$ cat src/rtl/serial_packet_parser_pkg.sv
// Shared types and constants for the serial packet parser: FSM states, default
// framing parameters and bus widths.
package serial_packet_parser_pkg;

    typedef enum logic [1:0] {
        HUNT,
        LEN,
        PAYLOAD,
        CHECK
    } state_e;

    localparam logic [7:0]  SYNC_BYTE_DEFAULT = 8'hA5;
    localparam int unsigned MAX_LEN_DEFAULT   = 4;
    localparam int unsigned TIMEOUT_DEFAULT   = 255;

    localparam int unsigned BYTE_W     = 8;
    localparam int unsigned PKT_DATA_W = 32;
    localparam int unsigned PKT_LEN_W  = 3;

endpackage

$ cat src/rtl/serial_packet_parser_if.sv
// Byte-stream input and decoded-packet output bundle of the serial packet parser.
interface serial_packet_parser_if;
    import serial_packet_parser_pkg::*;

    logic [BYTE_W-1:0]     in_byte;
    logic                  in_valid;
    logic [PKT_DATA_W-1:0] pkt_data;
    logic [PKT_LEN_W-1:0]  pkt_len;
    logic                  pkt_valid;
    logic                  pkt_err;

    modport master (
        output in_byte,
        output in_valid,
        input  pkt_data,
        input  pkt_len,
        input  pkt_valid,
        input  pkt_err
    );

    modport slave (
        input  in_byte,
        input  in_valid,
        output pkt_data,
        output pkt_len,
        output pkt_valid,
        output pkt_err
    );

endinterface

$ cat src/rtl/pkt_timeout_counter.sv
// Inter-byte idle counter: counts idle cycles while enabled and flags the idle
// cycle that would bring the count to TIMEOUT.
module pkt_timeout_counter #(
    parameter int unsigned TIMEOUT = 255
) (
    input  logic clk,
    input  logic reset,
    input  logic enable,
    input  logic clear,
    output logic expired
);

    localparam int unsigned CNT_W = (TIMEOUT > 2) ? $clog2(TIMEOUT) : 1;

    logic [CNT_W-1:0] count_q;

    // A byte arriving in the same cycle (clear) always wins over the timeout.
    assign expired = enable && !clear && (count_q == CNT_W'(TIMEOUT - 1));

    always_ff @(posedge clk or posedge reset) begin
        if (reset) begin
            count_q <= '0;
        end else if (!enable || clear || expired) begin
            count_q <= '0;
        end else begin
            count_q <= count_q + CNT_W'(1);
        end
    end

endmodule

$ cat src/rtl/serial_packet_parser.sv
// Frames SYNC/LEN/PAYLOAD/CHECK packets out of a byte stream and reports good
// packets (with assembled payload) or rejected packets as one-cycle pulses.
module serial_packet_parser
    import serial_packet_parser_pkg::*;
#(
    parameter logic [7:0]  SYNC_BYTE = SYNC_BYTE_DEFAULT,
    parameter int unsigned MAX_LEN   = MAX_LEN_DEFAULT,
    parameter int unsigned TIMEOUT   = TIMEOUT_DEFAULT
) (
    input  logic                  clk,
    input  logic                  reset,
    serial_packet_parser_if.slave bus
);

    state_e                state_q, state_n;
    logic [PKT_LEN_W-1:0]  len_q, len_n;
    logic [PKT_LEN_W-1:0]  idx_q, idx_n;
    logic [BYTE_W-1:0]     csum_q, csum_n;
    logic [PKT_DATA_W-1:0] buf_q, buf_n;
    logic [PKT_DATA_W-1:0] pkt_data_q, pkt_data_n;
    logic [PKT_LEN_W-1:0]  pkt_len_q, pkt_len_n;
    logic                  pkt_valid_q, pkt_valid_n;
    logic                  pkt_err_q, pkt_err_n;
    logic                  timeout_c;
    logic                  len_ok_c;
    logic                  cnt_enable_c;

    assign cnt_enable_c = (state_q != HUNT);
    assign len_ok_c     = (bus.in_byte != '0) && (bus.in_byte <= 8'(MAX_LEN));

    pkt_timeout_counter #(
        .TIMEOUT (TIMEOUT)
    ) u_timeout (
        .clk     (clk),
        .reset   (reset),
        .enable  (cnt_enable_c),
        .clear   (bus.in_valid),
        .expired (timeout_c)
    );

    always_ff @(posedge clk or posedge reset) begin
        if (reset) begin
            state_q     <= HUNT;
            len_q       <= '0;
            idx_q       <= '0;
            csum_q      <= '0;
            buf_q       <= '0;
            pkt_data_q  <= '0;
            pkt_len_q   <= '0;
            pkt_valid_q <= 1'b0;
            pkt_err_q   <= 1'b0;
        end else begin
            state_q     <= state_n;
            len_q       <= len_n;
            idx_q       <= idx_n;
            csum_q      <= csum_n;
            buf_q       <= buf_n;
            pkt_data_q  <= pkt_data_n;
            pkt_len_q   <= pkt_len_n;
            pkt_valid_q <= pkt_valid_n;
            pkt_err_q   <= pkt_err_n;
        end
    end

    // Next-state and framing decisions; pulses default low every cycle.
    always_comb begin
        state_n     = state_q;
        len_n       = len_q;
        idx_n       = idx_q;
        csum_n      = csum_q;
        buf_n       = buf_q;
        pkt_data_n  = pkt_data_q;
        pkt_len_n   = pkt_len_q;
        pkt_valid_n = 1'b0;
        pkt_err_n   = 1'b0;

        case (state_q)
            HUNT: begin
                if (bus.in_valid && (bus.in_byte == SYNC_BYTE)) begin
                    state_n = LEN;
                end
            end
            LEN: begin
                if (bus.in_valid) begin
                    if (len_ok_c) begin
                        len_n   = PKT_LEN_W'(bus.in_byte);
                        csum_n  = bus.in_byte;
                        idx_n   = '0;
                        buf_n   = '0;
                        state_n = PAYLOAD;
                    end else begin
                        pkt_err_n = 1'b1;
                        state_n   = HUNT;
                    end
                end else if (timeout_c) begin
                    pkt_err_n = 1'b1;
                    state_n   = HUNT;
                end
            end
            PAYLOAD: begin
                if (bus.in_valid) begin
                    // SYNC_BYTE values here are ordinary payload data.
                    buf_n[{idx_q[1:0], 3'b000} +: BYTE_W] = bus.in_byte;
                    csum_n = csum_q ^ bus.in_byte;
                    idx_n  = idx_q + PKT_LEN_W'(1);
                    if (idx_n == len_q) begin
                        state_n = CHECK;
                    end
                end else if (timeout_c) begin
                    pkt_err_n = 1'b1;
                    state_n   = HUNT;
                end
            end
            CHECK: begin
                if (bus.in_valid) begin
                    state_n = HUNT;
                    if (bus.in_byte == csum_q) begin
                        pkt_valid_n = 1'b1;
                        pkt_data_n  = buf_q;
                        pkt_len_n   = len_q;
                    end else begin
                        pkt_err_n = 1'b1;
                    end
                end else if (timeout_c) begin
                    pkt_err_n = 1'b1;
                    state_n   = HUNT;
                end
            end
            default: state_n = HUNT;
        endcase
    end

    assign bus.pkt_data  = pkt_data_q;
    assign bus.pkt_len   = pkt_len_q;
    assign bus.pkt_valid = pkt_valid_q;
    assign bus.pkt_err   = pkt_err_q;

endmodule

$ cat src/flat_wrapper.sv
// flat-port wrapper written by rule: the top's interface ports become plain ports
module serial_packet_parser_flat import serial_packet_parser_pkg::*;
#(
    parameter logic [7:0]  SYNC_BYTE = SYNC_BYTE_DEFAULT,
    parameter int unsigned MAX_LEN   = MAX_LEN_DEFAULT,
    parameter int unsigned TIMEOUT   = TIMEOUT_DEFAULT
)
  (clk, reset, bus_in_byte, bus_in_valid, bus_pkt_data, bus_pkt_len, bus_pkt_valid, bus_pkt_err);
  serial_packet_parser_if bus_i ();
  input  logic clk;
  input  logic reset;
  input wire logic [$bits(bus_i.in_byte)-1:0] bus_in_byte;
  input wire logic [$bits(bus_i.in_valid)-1:0] bus_in_valid;
  output wire logic [$bits(bus_i.pkt_data)-1:0] bus_pkt_data;
  output wire logic [$bits(bus_i.pkt_len)-1:0] bus_pkt_len;
  output wire logic [$bits(bus_i.pkt_valid)-1:0] bus_pkt_valid;
  output wire logic [$bits(bus_i.pkt_err)-1:0] bus_pkt_err;
  assign bus_i.in_byte = bus_in_byte;
  assign bus_i.in_valid = bus_in_valid;
  assign bus_pkt_data = bus_i.pkt_data;
  assign bus_pkt_len = bus_i.pkt_len;
  assign bus_pkt_valid = bus_i.pkt_valid;
  assign bus_pkt_err = bus_i.pkt_err;
  serial_packet_parser #(.SYNC_BYTE(SYNC_BYTE), .MAX_LEN(MAX_LEN), .TIMEOUT(TIMEOUT)) u_core (.clk(clk), .reset(reset), .bus(bus_i));
endmodule
$ cat config.mk
export PLATFORM = sky130hd
export DESIGN_NAME = serial_packet_parser_flat
export DESIGN_NICKNAME = d
export VERILOG_FILES = /design/src/rtl/serial_packet_parser_pkg.sv /design/src/rtl/serial_packet_parser_if.sv /design/src/rtl/pkt_timeout_counter.sv /design/src/rtl/serial_packet_parser.sv /design/src/flat_wrapper.sv
export SDC_FILE = /design/constraint.sdc
export NUM_CORES = 1
export LEC_CHECK = 0
export CAP_MARGIN = 0
export CORE_MARGIN = 10
export CORE_UTILIZATION = 50
export CTS_CLUSTER_SIZE = 40
export DETAILED_ROUTE_END_ITERATION = 6
export GPL_TIMING_DRIVEN = 0
export PLACE_DENSITY = 0.81
export SYNTH_ARGS = -nofsm -noshare
export SYNTH_HDL_FRONTEND = slang
export SYNTH_SLANG_ARGS = --single-unit
$ cat constraint.sdc
create_clock -name clk -period 7.2 [get_ports clk]
set_input_delay 1.8 -clock clk [delete_from_list [all_inputs] [get_ports clk]]
set_output_delay 1.8 -clock clk [all_outputs]
set_load 0.05 [all_outputs]
# Yosys cells after proc, flatten, opt, wreduce, memory -nomap -nowiden
# Cells that the tools add are included.
[word_totals]
reg_bits = 93
input_bits = 11
output_inout_bits = 37
elab_cells = 77
[classes]
add_sub_neg = 3
magnitude_cmp = 1
n_eq_ne = 12
n_shift = 2
n_mux = 32
n_bitwise = 1
reduce_logical = 16
[ops]
columns = ["op", "count"]
rows = [
  ["32-bit 2-to-1 mux", 3],
  ["32-bit one-hot mux with 2 select lines", 1],
  ["32-bit bitwise mux", 1],
  ["8-bit 2-to-1 mux", 4],
  ["8-bit by 7-bit variable shift with 32-bit output (first input constant)", 1],
  ["8-bit by 7-bit variable part select with 32-bit output", 1],
  ["8-bit equality test (second input constant)", 2],
  ["8-bit one-hot mux with 2 select lines", 1],
  ["2-bit 2-to-1 mux", 7],
  ["1-bit 2-to-1 mux", 9],
  ["3-bit 2-to-1 mux", 3],
  ["8-bit by 1-bit adder with 8-bit output (second input constant)", 1],
  ["8-bit equality test", 1],
  ["8-bit by 3-bit less-or-equal comparator with 1-bit output (second input constant)", 1],
  ["2-bit one-hot mux with 4 select lines", 1],
  ["8-bit nonzero test", 1],
  ["8-bit bitwise XOR", 1],
  ["5-bit negator with 7-bit output", 1],
  ["3-bit one-hot mux with 2 select lines", 1],
  ["3-bit AND reduction", 2],
  ["2-bit equality test (second input constant)", 2],
  ["1-bit logical AND", 4],
  ["2-bit by 1-bit != test with 1-bit output (second input constant)", 2],
  ["2-bit != test (second input constant)", 2],
  ["11 further kinds", 14],
]

# Logic depth before layout (Yosys ltp)
# Gate-level depths: netlist of the first run.
[logic_depth]
depth_word = 6
ltp_mapped = 7
ltp_nobuf = 6

# By module
# A second synthesis of the first run with hierarchy kept.
[hier_totals]
hier_cells = 355
area_unflattened_um2 = 4270.3
[modules_own_cells]
columns = ["module", "instances", "cells_per_inst", "area_per_inst_um2", "seq_area_each_um2"]
rows = [
  ["serial_packet_parser", 1, 314, 3858.7, 2127.0],
  ["pkt_timeout_counter", 1, 41, 411.6, 200.2],
]

# Worst setup path before layout of the first run
# Ideal clock, no wire load.
[synth_timing]
path_kind = "input to register"
from = "input bus_in_byte[6]"
to = "register u_core.pkt_data_q[0] (netlist: u_core.bus.pkt_data[0])"
setup_ns = 0.125
arrival_ns = 3.133
t_required_ns = 7.075
path_slack_ns = 3.942
path_stages = 6
path_buffers = 2
cell_sequence = "buf_2 -> xor2_1 -> nor4_4 -> nand4_4 -> buf_6 -> mux2_4"
[synth_between]
elab_chain_len = 2
[synth_lines]
columns = ["item", "line", "source"]
rows = [
  ["start: declaration", "flat_wrapper.sv:12", "input wire logic [$bits(bus_i.in_byte)-1:0] bus_in_byte;"],
  ["8-bit equality test", "serial_packet_parser.sv:117", "if (bus.in_byte == csum_q) begin"],
  ["3-bit AND reduction (no line)", "n/a", ""],
  ["end signal: assignment", "serial_packet_parser.sv:58", "pkt_data_q <= pkt_data_n;"],
  ["end: declaration", "serial_packet_parser.sv:20", "logic [PKT_DATA_W-1:0] pkt_data_q, pkt_data_n;"],
]
# No other way between the ends.
# A chain may end at the register's enable or synchronous reset.

# Worst setup path in the final report of the first run
[layout_timing]
from = "input bus_in_byte[0]"
to = "register u_core.buf_q[0]"
[layout_between]
elab_chain_len = 4
elab_cells_between_ends = 9
classes_between = "1 x order compare; 1 x eq/ne; 1 x shift; 3 x mux; 3 x reduce/logical"
[layout_lines]
columns = ["item", "line", "source"]
rows = [
  ["8-bit by 3-bit less-or-equal comparator with 1-bit output (tied with other cells)", "serial_packet_parser.sv:29", "assign len_ok_c = (bus.in_byte != '0) && (bus.in_byte <= 8'(MAX_LEN));"],
  ["1-bit logical AND or 32-bit bitwise mux (tied branches)", "serial_packet_parser.sv:29, serial_packet_parser.sv:103", ""],
  ["2-bit by 1-bit != test with 1-bit output (no line) or 32-bit 2-to-1 mux (tied branches)", "n/a", ""],
  ["4-bit AND reduction (no line) or 32-bit one-hot mux with 2 select lines (tied branches)", "n/a", ""],
  ["end signal: assignment", "serial_packet_parser.sv:57", "buf_q <= buf_n;"],
  ["end: declaration", "serial_packet_parser.sv:19", "logic [PKT_DATA_W-1:0] buf_q, buf_n;"],
]
# Several ways; a longest one is shown, not always the timed one. The select of a mux whose other input is x is not followed.

==> results.toml, run 1 <==
[status]
status = "complete, no violations"

[drt]
route.vias.total = 3140
viasPerCell = 5.59
antenna_left = 0
drt_iter0_drc = 237
wl_um = 9450
drcViolationCount = 0
wl_per_cell_um = 16.8
dr.pass1.iters = 5

[worst_hold_path]
holdPathEnd = "u_core.idx_q[2]$_DFFE_PP0P_"
whs_path_depth = 1
min_from = "u_core.idx_q[2]$_DFFE_PP0P_"
min_path_type = "register to register"

[clocking]
cts_hold_buf = 0
post_cts_resized = 0
root_buffer = "clkbuf_8"
htreeDepth = 3
clk_path_buf_depth = 2
clock_latency_ps = 380
numCtsBuffers = 9
clk_pin_slew_ps = 90
cts_tree = "yes"
cts_setup_buffers = 0
clock_sinks = 93

[sta]
maxSlewViolCount = 0
finalHoldViolCount = 0
slew_headroom_pct = 54.5
fmax_mhz = 277
clock_skew_ps = 12.1
setup_viol = 0
fin_crit_sh_pct = 50.2
timing.final.crit_period_ps = 3620
rsz0062_at_grt = "false"
tightestPinTransition_ps = 676
fin_tns_setup_ps = 0

[synthesis]
syn_area_sq_um = 4380
syn_area_per_cell_sq_um = 11.1
synth_edf_count = 0
syn-num-nets = 414
ys_ff_latch = 93
ys_warn_count = 0
async_reset_ff_share_pct = 100
seq_area_frac_synth_pct = 53.2
syn_inst = 396
synthDistinctLibCells = 45
synth_ff_type = "dfrtp_1"

[power]
powerDensity_nw_per_um2 = 211
cellLeakagePower_nw = 2.37
irDropWorstVdd_uv = 97.2
p_total_mw = 1.09

[placement]
gp_congestion = 0.861
dp_hpwl_um = 6680
port_buffers = 41
place_inst = 546

[critical_path]
cp-start-kind = "input pin"
path_class = "input pin to register"
r2r_setup_slack_ps = 4960
path_max_fanout = 10
cp-end-kind = "register"
cp-startpoint = "bus_in_byte[0]"
worstPathRequired_ps = 7490
arrival_ps = 3910
timing.rr.start = "u_core.state_q[0]$_DFFE_PP0P_"
r2r_end = "u_core.buf_q[0]$_DFFE_PP0P_"
ff2ff_path_depth = 7

[grt]
grt_max_degree = 74
grt_first_pass_wirelength_um = 15700
grt_pass1_vias = 3166
overflow = 0
grtUsageTotal_pct = 14.9
antenna_found_initial = 0

[final_layout]
synthToLayoutAreaGrowth_pct = 17.9
nNetsFinal = 467
antenna_cells = 0
stdcell_count = 562
drive_above_1_share_pct = 16.1

[floorplanning]
die_height_um = 114
io_pins = 48
die_w_um = 114
dieArea_sq_um = 12900
row_count = 34
start_util_pct = 50.7
coreArea_sq_um = 8640

[run]
drv_cap = 0
==> flip-flops by register name, indices dropped and copies added (netlist names) <==
register	count
u_core.bus.pkt_valid	1
u_core.len_q	3
u_core.u_timeout.count_q	8
u_core.bus.pkt_len	3
u_core.bus.pkt_data	32
u_core.buf_q	32
u_core.bus.pkt_err	1
u_core.csum_q	8
u_core.idx_q	3
u_core.state_q	2
==> worst max-delay path by stage <==
stage,end,cells after the start
after floorplan,u_core.buf_q[0]$_DFFE_PP0P_,1
after global placement,u_core.u_timeout.count_q[2]$_DFF_PP0_,2
after detailed placement,u_core.buf_q[0]$_DFFE_PP0P_,7
after CTS,u_core.buf_q[0]$_DFFE_PP0P_,7
after global routing,u_core.buf_q[0]$_DFFE_PP0P_,7
final,u_core.buf_q[0]$_DFFE_PP0P_,7
==> power breakdown <==
group | switching, mW | internal [mW] | total, mW | leakage (nW)
clock network | 0.200 | 0.166 | 0.366 | 0.0984
logic | 0.0941 | 0.0554 | 0.149 | 1.01
registers | 0.0263 | 0.545 | 0.571 | 1.26
==> worst max-delay path: stages <==
cell and delay (ps):
clkdlybuf4s50_1 530, buf_2 260, nor3b_1 110, o2111ai_1 430, clkbuf_1 510, nand3_1 140, o21ai_0 120
==> logic make-up (layout without fill, tap and decap cells) <==
logic type | count (synthesis) | after routing | synth area share [%]
adder cells (fa/ha/maj) | 7 | 7 | 2.00
flip-flops | 93 | 93 | 53.2
multiplexers | 42 | 42 | 13.2
buffers and inverters | 36 | 94 | 3.89
XOR/XNOR | 17 | 17 | 3.40
AND/OR/NAND/NOR | 134 | 134 | 15.4
AO/OA/AOI/OAI | 67 | 67 | 9.00
==> cell type report <==
cell class	count	area (sq um)
plain buffers	23	121
clock buffers	9	124
clock inverters	7	82.6
fillers	726	3480
inverters	13	51.3
multi-input cells	267	1880
flip-flops and latches	93	2330
well taps	108	135
repair buffers	42	438
==> cells in the mapped netlist (2+ instances only) <==
cell,count,area [sq um]
inv_1,13,48.8
mux2_2,5,56.3
nor3_1,2,10.0
nand4_1,2,12.5
o21ai_0,37,185
xor2_1,14,123
a21oi_1,6,30.0
buf_2,10,50.1
o21ai_1,7,35.0
and3_1,2,12.5
nand2_1,62,233
mux2i_1,7,70.1
ha_1,7,87.6
dfrtp_1,93,2330
nor3b_1,3,22.5
xnor2_1,3,26.3
nand2b_1,2,12.5
buf_6,3,33.8
a22oi_1,6,45.0
a32o_1,2,20.0
nor4_2,3,37.5
nor2_1,11,41.3
clkbuf_1,9,33.8
and4_1,2,17.5
mux2_4,30,450
nand3_1,36,180
==> layout by cell type, fill, tap and decap left out, types with 7 or more instances in the layout <==
master and instances:
dfrtp_1 93, nand2_1 62, clkdlybuf4s50_1 41, o21ai_0 37, nand3_1 36, mux2_4 30, xor2_1 14, inv_1 12
nor2_1 11, buf_2 10, clkbuf_1 9, clkbuf_8 9, mux2i_1 7, o21ai_1 7, ha_1 7
==> per-stage QoR <==
stage | hold WS, ps | worst slack, ps | util, % | instance area (sq um)
after floorplan | 465 | 2980 | - | 4380
after global placement | 480 | 1710 | 57.0 | 4920
after detailed placement | 493 | 3200 | 57.4 | 4950
after CTS | 507 | 3580 | 59.8 | 5160
after global routing | 520 | 3440 | 59.8 | 5160
final | 509 | 3580 | 59.8 | 5160
==> routing by layer <==
layer | vias up | GRT usage, % | routed length [um]
met1 | 1554 | 17.2 | 3970
li1 | 1482 | - | -
met2 | 87 | 24.4 | 4660
met3 | 17 | 4.57 | 584
met4 | 0 | 8.12 | 231
met5 | - | 0 | 0
Note: power is estimated with default switching activity, not from simulation.
==> run 2: changes to the inputs <==
==> constraint.sdc (replaced) <==
create_clock -name clk -period 3.42 [get_ports clk]
set_input_delay 0.855 -clock clk [delete_from_list [all_inputs] [get_ports clk]]
set_output_delay 0.855 -clock clk [all_outputs]
set_load 0.05 [all_outputs]
==> results of run 2 <==
Same layout as run 1 (identical final DEF). Status: complete, no violations.
Main changes from that run: setup slack after placement 3200 ps -> 363 ps; setup slack after layout 3580 ps -> 750 ps; register-to-register setup slack 4960 ps -> 1180 ps; total power 1.09 mW -> 2.29 mW; worst IR drop on VDD 97.2 uV -> 205 uV
==> run 3: changes to the inputs <==
==> constraint.sdc (replaced) <==
create_clock -name clk -period 2.8 [get_ports clk]
set_input_delay 0.7 -clock clk [delete_from_list [all_inputs] [get_ports clk]]
set_output_delay 0.7 -clock clk [all_outputs]
set_load 0.05 [all_outputs]
==> run 3 against run 2 <==
Net effect:
- total power increased by 23%
- register-to-register slack got worse by 630 ps
- combinational power increased by 21%
- wire length decreased by 0.76%
- final cell count increased by 0.18%
- flip-flop and latch count unchanged
- non-clock buffer count increased by 1
- first-iteration DRC count decreased by 22%
- largest power group unchanged
==> results.toml, run 3 (same netlist as run 1, synthesis figures left out) <==
[status]
status = "complete, no violations"

[critical_path]
cp-end-kind = "register"
path_max_fanout = 10
cp-start-kind = "input pin"
worstPathRequired_ps = 3080
arrival_ps = 2810
path_class = "input pin to register"

[placement]
port_buffers = 41
post-place-ws_ps = -123
gp_congestion = 0.876
place_area_sq_um = 4970
dp_hpwl_um = 6610

[clocking]
htreeDepth = 3
numCtsBuffers = 9
cts_hold_buf = 0
root_buffer = "clkbuf_8"
clock_sinks = 93
cts_setup_buffers = 0
clk_pin_slew_ps = 100
clock_latency_ps = 370
cts_tree = "yes"
clk_path_buf_depth = 2
post_cts_resized = 0

[grt]
grt_first_pass_wirelength_um = 15600
grt_max_degree = 44
grt_pass1_vias = 3146
grtUsageTotal_pct = 14.9
overflow = 0
antenna_found_initial = 0

[final_layout]
synthToLayoutAreaGrowth_pct = 18.3
final_common_cell = "dfrtp_1"
antenna_cells = 0
nNetsFinal = 468
drive_above_1_share_pct = 16.3
fin_util_pct = 60.0
postLayoutCellArea_sq_um = 5180
final_cell_mix = "dfrtp_1, nand2_1, clkdlybuf4s50_1, o21ai_0, nand3_1"

[drt]
drcViolationCount = 0
drt_iter0_drc = 186
viasPerCell = 5.52
route.vias.total = 3105
antenna_left = 0
dr.pass1.iters = 4
wl_per_cell_um = 16.7
wl_um = 9380

[floorplanning]
coreArea_sq_um = 8640
dieArea_sq_um = 12900
start_util_pct = 50.7
die_height_um = 114
io_pins = 48
die_w_um = 114
row_count = 34

[power]
power.internal_mw = 1.98
irDropWorstVdd_uv = 247
cellLeakagePower_nw = 2.38
swShare_pct = 29.6
comb_power_share_pct = 13.6
p_sw_uw = 831
powerDensity_nw_per_um2 = 542
clock_power_share_pct = 34.2
seq_power_share_pct = 52.2

[sta]
maxSlewViolCount = 0
timing.final.crit_period_ps = 2530
clock_skew_ps = 9.92
slew_headroom_pct = 38.8
rsz0062_at_grt = "false"
fin_tns_setup_ps = 0
finalHoldViolCount = 0
worst_hold_slack_ps = 504
tightestPinTransition_ps = 916
setup_viol = 0
fin_ws_ps = 273
fmax_mhz = 396
fin_crit_sh_pct = 90.3

[worst_hold_path]
min_path_type = "register to register"

[run]
drv_cap = 0
==> run 3: cell types whose count changed in the layout (fill, tap and decap cells not counted) <==
cell      previous run  this run
buf_16               1         0
inv_8                1         0
buf_12               0         2
inv_6                2         4
clkinv_8             0         1
inv_4                1         0
clkinv_4             1         0
==> run 3: layout make-up <==
type                            instances  area, sq um
Multi-Input combinational cell        267         1880
Sequential cell                        93         2330
Clock buffer                            9          124
Timing Repair Buffer                   43          450
Fill cell                             704         3460
Inverter                               13         52.6
Tap cell                              108          135
Clock inverter                          7         88.8
Buffer                                 23          121
==> run 3: worst paths after layout <==
kind	start	to	slack (ps)	cells after the start
hold reg to reg	u_core.buf_q[26]$_DFFE_PP0P_	u_core.bus.pkt_data[26]$_DFFE_PP0P_	500	1
setup reg to reg	u_core.state_q[0]$_DFFE_PP0P_	u_core.buf_q[5]$_DFFE_PP0P_	550	7
setup / recovery	bus_in_byte[0]	u_core.buf_q[5]$_DFFE_PP0P_	270	7
max in group asynchronous	reset	u_core.buf_q[4]$_DFFE_PP0P_	1320	3
hold / removal	u_core.buf_q[26]$_DFFE_PP0P_	u_core.bus.pkt_data[26]$_DFFE_PP0P_	500	1
min in group asynchronous	reset	u_core.bus.pkt_data[19]$_DFFE_PP0P_	860	2
==> run 3: metrics by stage <==
stage | total power, mW | std cells
6_report | 2.81 | 563
3_3_place_gp | 1.85 | 545
4_1_cts | 2.83 | 563
2_1_floorplan | 1.78 | 396
5_1_grt | 2.92 | 563
3_5_place_dp | 1.87 | 547
==> run 3: critical path: stages <==
cell             delay, ps
clkdlybuf4s50_1        540
buf_2                  270
nor3b_1                120
o2111ai_1              440
clkbuf_1               440
nand3_1                150
o21ai_0                130
==> run 3: power by group through the flow <==
stage / sequential, mW / clock (mW) / combinational, mW
5_1_grt: 1.48 / 1.01 / 0.431
4_1_cts: 1.47 / 0.979 / 0.383
2_1_floorplan: 1.48 / 0 / 0.293
3_3_place_gp: 1.49 / 0 / 0.359
6_report: 1.47 / 0.961 / 0.381
3_5_place_dp: 1.49 / 0 / 0.380
==> run 3: per-layer routing <==
| metal | global-route usage, % | up-vias | share of wire, % |
|---|---|---|---|
| li1 | - | 1481 | - |
| met1 | 18.1 | 1529 | 42 |
| met2 | 24.1 | 79 | 49 |
| met3 | 3.83 | 16 | 6.1 |
| met4 | 7.11 | 0 | 2.5 |
| met5 | 0 | - | 0 |
